### src/rtl/csr_counter.sv
// Purpose : machine-level cycle / instret counter CSRs (64-bit each) for the RV32 pipeline.
// Latency : one cycle from the request edge to rdata/valid.
// Backpres: none; a request may be issued every cycle.
//
// Ports:
//   clk      system clock, rising edge
//   rstn     asynchronous active-low reset
//   retired  one instruction retired this cycle
//   read     CSR access request (read plus optional modify)
//   modify   00 none, 01 write, 10 set bits, 11 clear bits
//   wdata    operand for the modify operation
//   addr     CSR address
//   rdata    registered old value of the addressed word (0 if unrecognised)
//   valid    registered "address recognised" flag
module csr_counter (
   input  logic        clk,
   input  logic        rstn,
   input  logic        retired,
   input  logic        read,
   input  logic [1:0]  modify,
   input  logic [31:0] wdata,
   input  logic [11:0] addr,
   output logic [31:0] rdata,
   output logic        valid
);

   localparam logic [11:0] A_MCYCLE    = 12'hB00;
   localparam logic [11:0] A_MCYCLEH   = 12'hB80;
   localparam logic [11:0] A_MINSTRET  = 12'hB02;
   localparam logic [11:0] A_MINSTRETH = 12'hB82;
   localparam logic [11:0] A_CYCLE     = 12'hC00;
   localparam logic [11:0] A_TIME      = 12'hC01;
   localparam logic [11:0] A_CYCLEH    = 12'hC80;
   localparam logic [11:0] A_TIMEH     = 12'hC81;
   localparam logic [11:0] A_INSTRET   = 12'hC02;
   localparam logic [11:0] A_INSTRETH  = 12'hC82;

   logic [63:0] cycle_q,   cycle_d;
   logic [63:0] instret_q, instret_d;
   logic [31:0] rdata_q,   rdata_d;
   logic        valid_q,   valid_d;

   logic        hit;
   logic        writable;
   logic [31:0] sel_word;
   logic [31:0] new_word;
   logic        wr_en;
   logic [63:0] cycle_inc;
   logic [63:0] instret_inc;

   // Address decode and read mux
   always_comb begin
      hit      = 1'b1;
      writable = 1'b0;
      sel_word = 32'd0;
      case (addr)
         A_MCYCLE:    begin sel_word = cycle_q[31:0];    writable = 1'b1; end
         A_MCYCLEH:   begin sel_word = cycle_q[63:32];   writable = 1'b1; end
         A_MINSTRET:  begin sel_word = instret_q[31:0];  writable = 1'b1; end
         A_MINSTRETH: begin sel_word = instret_q[63:32]; writable = 1'b1; end
         A_CYCLE,
         A_TIME:      sel_word = cycle_q[31:0];
         A_CYCLEH,
         A_TIMEH:     sel_word = cycle_q[63:32];
         A_INSTRET:   sel_word = instret_q[31:0];
         A_INSTRETH:  sel_word = instret_q[63:32];
         default:     hit = 1'b0;
      endcase
   end

   // Read-modify-write operand; only the 0xBxx words accept it
   always_comb begin
      new_word = wdata;
      case (modify)
         2'b10:   new_word = sel_word | wdata;
         2'b11:   new_word = sel_word & ~wdata;
         default: new_word = wdata;
      endcase
   end

   assign wr_en = read && writable && (modify != 2'b00);

   always_comb begin
      cycle_inc   = cycle_q + 64'd1;
      instret_inc = instret_q + {63'd0, retired};
      cycle_d     = cycle_inc;
      instret_d   = instret_inc;
      if (wr_en) begin
         case (addr)
            // Low-word write: no +1 on the low word and no carry into the high word
            A_MCYCLE:    cycle_d   = {cycle_q[63:32], new_word};
            // High-word write: low word keeps counting, its carry-out is discarded
            A_MCYCLEH:   cycle_d   = {new_word, cycle_inc[31:0]};
            // A retire coinciding with a minstret write is dropped
            A_MINSTRET:  instret_d = {instret_q[63:32], new_word};
            A_MINSTRETH: instret_d = {new_word, instret_inc[31:0]};
            default: ;
         endcase
      end
   end

   // rdata holds its value when no request is presented
   always_comb begin
      valid_d = read && hit;
      rdata_d = rdata_q;
      if (read) begin
         rdata_d = hit ? sel_word : 32'd0;
      end
   end

   always_ff @(posedge clk or negedge rstn) begin
      if (!rstn) begin
         cycle_q   <= 64'd0;
         instret_q <= 64'd0;
         rdata_q   <= 32'd0;
         valid_q   <= 1'b0;
      end else begin
         cycle_q   <= cycle_d;
         instret_q <= instret_d;
         rdata_q   <= rdata_d;
         valid_q   <= valid_d;
      end
   end

   assign rdata = rdata_q;
   assign valid = valid_q;

endmodule

### config.mk
export PLATFORM = sky130hd
export DESIGN_NAME = csr_counter
export DESIGN_NICKNAME = d
export VERILOG_FILES = /design/src/rtl/csr_counter.sv
export SDC_FILE = /design/constraint.sdc
export NUM_CORES = 1
export LEC_CHECK = 0
export BUFFER_PORTS_ARGS = -buffer_cell sky130_fd_sc_hd__buf_2
export CAP_MARGIN = 15
export CORE_ASPECT_RATIO = 0.7
export CORE_MARGIN = 2
export CORE_UTILIZATION = 60
export DETAILED_ROUTE_END_ITERATION = 7
export GPL_TIMING_DRIVEN = 0
export PLACE_DENSITY = 0.91
export SYNTH_ARGS = -nofsm -noshare
export SYNTH_HDL_FRONTEND = slang
export SYNTH_SLANG_ARGS = --single-unit
### constraint.sdc
create_clock -name clk -period 2.85 [get_ports clk]
set_input_delay 0.4275 -clock clk [delete_from_list [all_inputs] [get_ports clk]]
set_output_delay 0.4275 -clock clk [all_outputs]
set_load 0.05 [all_outputs]
Word-level counts from Yosys, hierarchy flattened
Cells that the tools add are included.

Register bits after elaboration: 161. Output and inout port bits: 33.

Reductions and logical operators: 10. Mux-type cells: 9. $add $sub $neg: 2. Equality and inequality tests: 14. Bitwise operators: 3.

Operator list (number): 64-bit case mux with 2 select lines (2); 64-bit 2-to-1 mux (2); 32-bit case mux with 4 select lines (1); 12-bit equality test, second input constant (10); 64-bit by 1-bit adder with 64-bit output (1); 64-bit by 1-bit adder with 64-bit output, second input constant (1); 32-bit case mux with 2 select lines (1); 32-bit bitwise AND (1); 32-bit 2-to-1 mux (1); 32-bit NOT (1); 32-bit OR (1); 10-bit OR reduction (1); 3-bit OR reduction (2); 2-bit equality test, second input constant (2); 2-bit inequality test, second input constant (2); 2-bit OR reduction (2); 4-bit OR reduction (1); 1-bit logical AND (3); 1-bit 2-to-1 mux (2); 2-bit nonzero test (1).

Logic depth before layout (Yosys ltp)
Depth after elaboration: 7. Mapped depth: 9. Gate-level depth less buffers: 8.

Worst setup path before layout
Ideal clock, no wire load.

Kind: in2reg. Start: input port retired. End: register instret_q[49]. Library setup time: 0.140 ns. Path buffers: 1. Path slack: 0.320 ns. Data arrival time: 2.390 ns. Stages on the path: 8. Path through: ha_1 nand2_1 or4_1 buf_2 or4b_4 nor3b_1 mux2i_1 o21ai_0.

Cells in the longest elaborated chain, start to end: 3.

Ends and longest elaborated chain: start: declaration (RTL line 18) `input logic retired,`; 64-bit by 1-bit adder with 64-bit output (*) (RTL line 85) `instret_inc = instret_q + {63'd0, retired};`; 64-bit case mux with 2 select lines (RTL line 89) `case (addr)`; 64-bit 2-to-1 mux (*) (RTL line 88) `if (wr_en) begin`; end signal: assignment (RTL line 119) `instret_q <= instret_d;`; end: declaration (RTL line 39) `logic [63:0] instret_q, instret_d;`.

Every way passes the cells marked *; elsewhere a longest branch is shown, timed or not. A chain may end at the register's enable or synchronous reset.

Worst setup path after layout
Start: register cycle_q[42]. End: register cycle_q[63].

Cells in the longest elaborated chain, start to end: 3.

Ends and longest elaborated chain: start: declaration (RTL line 38) `logic [63:0] cycle_q, cycle_d;`; start signal: assignment (RTL line 118) `cycle_q <= cycle_d;`; 64-bit by 1-bit adder with 64-bit output (*) (RTL line 84) `cycle_inc = cycle_q + 64'd1;`; 64-bit case mux with 2 select lines (RTL line 89); 64-bit 2-to-1 mux (*) (RTL line 88).

Marked as above.

==> impl_results.md <==
- Outcome: complete, but fails checks
- Failing checks: design-rule violations
- Hold Startpoint: wdata[22]
- Die height: 114 µm
- Synth Flop Type: dfrtp_1
- Min-Delay Path Class: input port to flip-flop
- Delay-heaviest family, CP: simple AND/OR/NAND/NOR gates
- Critical Path RT: approximately 3.2 ns
- H-tree Lvls: 4
- Share of post-route cells with drive strength above 1: 15.4%
- Placed Area: between 10000 and 15000 µm²
- Async SR Flop Fraction: between 90% and 100%
- Core area: 17100 µm²
- TritonRoute pass-1 iters: 8
- Reg2Reg Setup Slack: 0.03 ns
- Largest net degree at the start of global routing: approximately 110
- Syn. warnings: 0
- Tot GR Track Use: a little over two fifths
- WHS: 0.253 ns
- CP Buf/Inv Count: 1
- Worst EP arrival: around 3.1 ns
- Skew final: about 0.013 ns
- Crit start category: flip-flop
- Grt ovf: 0
- Post-route DRC: 1
- Leakage: 5.12 nW
- Worst-Skew Late Latency: 0.45 ns
- Tot Pwr: 5.63 mW
- RR Startpoint: cycle_q[42]
- Fmax: 0.354 GHz
- IO Count: 83
- Synthesized netlist net count: 1224
- Register area share after synthesis: 38.5%
- Initial DRC count: 2082
- Reg-to-Reg End: cycle_q[63]
- Antenna violations before repair: 0
- Endpoint with the worst hold slack: cycle_q[54]
- Inserted Diodes: 0
- Worst-path maximum fanout: 9
- Non-filler instance count after layout: 1528
- DP Wirelength: 29700 µm
- Total wire length: 40800 µm
- FP Rows: 40
- Synthesized flop and latch total: approximately 160
- Nets: 1337
- Tmin final: 2.82 ns
- Clock Root Buffer: clkbuf_16
- TNS Setup: 0 ns
- Final Max Slew Viols: 0
- CTS Sinks: 161
- First-pass GRT wire length: 60000 µm
- Cell variety after synth: 66
- Placed Cells incl. Taps: ~1500
- Max Buffers Root-to-Sink: 2
- Final Core Density: 70.5%
- Setup Viol. Count Final: 0
- Via count: 11000
- Synthesized cell area: 10500 µm²
- Clock transition at path regs: 0.07 ns
- Worst Reg-to-Reg Cells: 7
- Slew headroom: 27.2%
- Critical path capture point type: flip-flop
- Port bufs: 80
- Worst-margin pin slew: 1.08 ns
- Crit path kind: flip-flop to flip-flop
- Initial Util: 61.1%
- Die area: 18500 µm²
- CP cell instances: clkbuf_1 -> nand3_1 -> nor4_2 -> nand4_1 -> nor3_1 -> mux2i_1 -> o211ai_1
- Synthesized area per cell: 8.93 µm²
- Final Instance Area: 12100 µm²
- Vias per Instance: 7.18
- Die Wd: 162 µm
- Period utilisation layout: 99.0%
- Number of buffers created by CTS: 17
- Syn-to-layout area delta: 15.4%
- Worst setup margin: 0.0284 ns
- MaxCap Viol Count: 0
- Number of global-route vias before repair: 9905
- Slowest CP cell: nand4_1
- Cell count after synthesis: 1171
- Hold Vio Cnt, Final: 0
- CP peak stage delay: 0.52 ns
- Peak supply drop: between 0.5 and 0.6 mV
- EDFF count, synth: 0
- Post-DRT Antenna Nets: 0
- Gpl congestion: 1.07
- CTS tree: yes
- Worst slack, placed: -0.673 ns
- Hold Path Cell Cnt: 3
- Pwr dens: between 400 and 500 nW/µm²
- Routed WL per cell: 26.7 µm
worst min-delay path: stages:
cell and delay, ns:
buf_2 0.11, a21oi_1 0.07, nand2_1 0.06
cells by family (layout without fill, tap and decap cells):
logic type               after synthesis  in the layout  synth area share (%)
multiplexers                         116            116                  11.3
XOR/XNOR                             105            105                  8.80
AND/OR/NAND/NOR                      465            465                  22.8
adder cells (fa/ha/maj)                3              3                 0.359
buffers and inverters                 95            221                  3.51
flip-flops                           161            161                  38.5
AO/OA/AOI/OAI                        226            226                  14.6
metal layers:
metal  part of all wire (%)  track usage, %  vias up
li1                       -               -     4574
met1                     39            62.3     5226
met2                     40            61.0      982
met3                     15            14.7      193
met4                    5.6            20.1        0
met5                      0               0        -
flip-flops by register name, summed over array words and instances, names as in the netlist:
| name | count |
|---|---|
| cycle_q | 64 |
| instret_q | 64 |
| rdata | 32 |
| valid | 1 |
power by group:
| group | leakage (nW) | switching (mW) | total [mW] | internal [mW] |
|---|---|---|---|---|
| Sequential | 2.02 | 0.187 | 2.58 | 2.40 |
| Clock | 0.289 | 1.14 | 2.36 | 1.22 |
| Combinational | 2.82 | 0.451 | 0.688 | 0.237 |
how the worst max path moves through the flow:
stage	startpoint	to	cells past startpoint	slack, ns
2_1_floorplan	retired	instret_q[49]	8	0.32
5_1_grt	instret_q[0]	instret_q[40]	9	-0.09
3_3_place_gp	rstn	instret_q[8]	1	-1.16
3_5_place_dp	addr[3]	cycle_q[28]	7	-0.67
4_1_cts	addr[3]	instret_q[40]	8	-0.19
6_report	cycle_q[42]	cycle_q[63]	7	0.03
synthesized netlist by cell type, types with 25 or more instances:
cell,instances,area (µm²)
dfrtp_1,161,4030
nor2_1,132,495
mux2i_1,96,961
xnor2_1,92,806
a21oi_1,82,410
nand2_1,66,248
nor3_1,56,280
nand3_1,55,275
clkbuf_1,53,199
nand4_1,48,300
nor4_1,35,219
inv_1,30,113
o21ai_0,25,125
area by class of cell:
class,count,area [µm²]
Multi-Input combinational cell,915,6220
Fill cell,1360,5050
Sequential cell,161,4030
Timing Repair Buffer,96,551
Clock buffer,19,453
Tap cell,231,289
Buffer,63,268
Clock inverter,13,140
Inverter,30,113
repair_timing:
item,4_1_cts,5_1_grt
cloned,0,0
gates resized for setup,12,32
pin swaps,3,4
setup endpoints to repair,95,108
hold buffers,1,0
buffers inserted,7,4
hold endpoints to repair,57,0
placed cells by master (no fill, tap or decap), types with 4 or more instances in the layout:
master     synthesis  final
mux2i_1           96     96
dfrtp_1          161    159
nand4_1           48     48
inv_1             30     30
clkbuf_1          53     41
o21ai_0           25     25
a31oi_1            8      8
o21a_1             5      5
nor4b_1            6      6
nor3_1            56     52
and4_1             9      9
xor2_1            13     13
o22a_1            13     13
mux2_2            20     20
nand2_1           66     66
nor3_2             2      4
inv_8              0      5
a221oi_1           4      4
o22ai_1            4      4
nor4_2             2      8
and2_1            10     10
and3_1            12     12
clkbuf_2           0     10
nor2_1           132    132
or3_1             12     12
buf_4              0     13
o211a_1            6      6
o211ai_1          16     16
xnor2_1           92     92
a21oi_1           82     82
a221o_1           14     14
or4_1              4      4
clkbuf_16          0     17
a22oi_1           14     14
buf_2              8     90
nor4_1            35     27
nand3_1           55     53
Note: power is estimated with default switching activity, not from simulation.
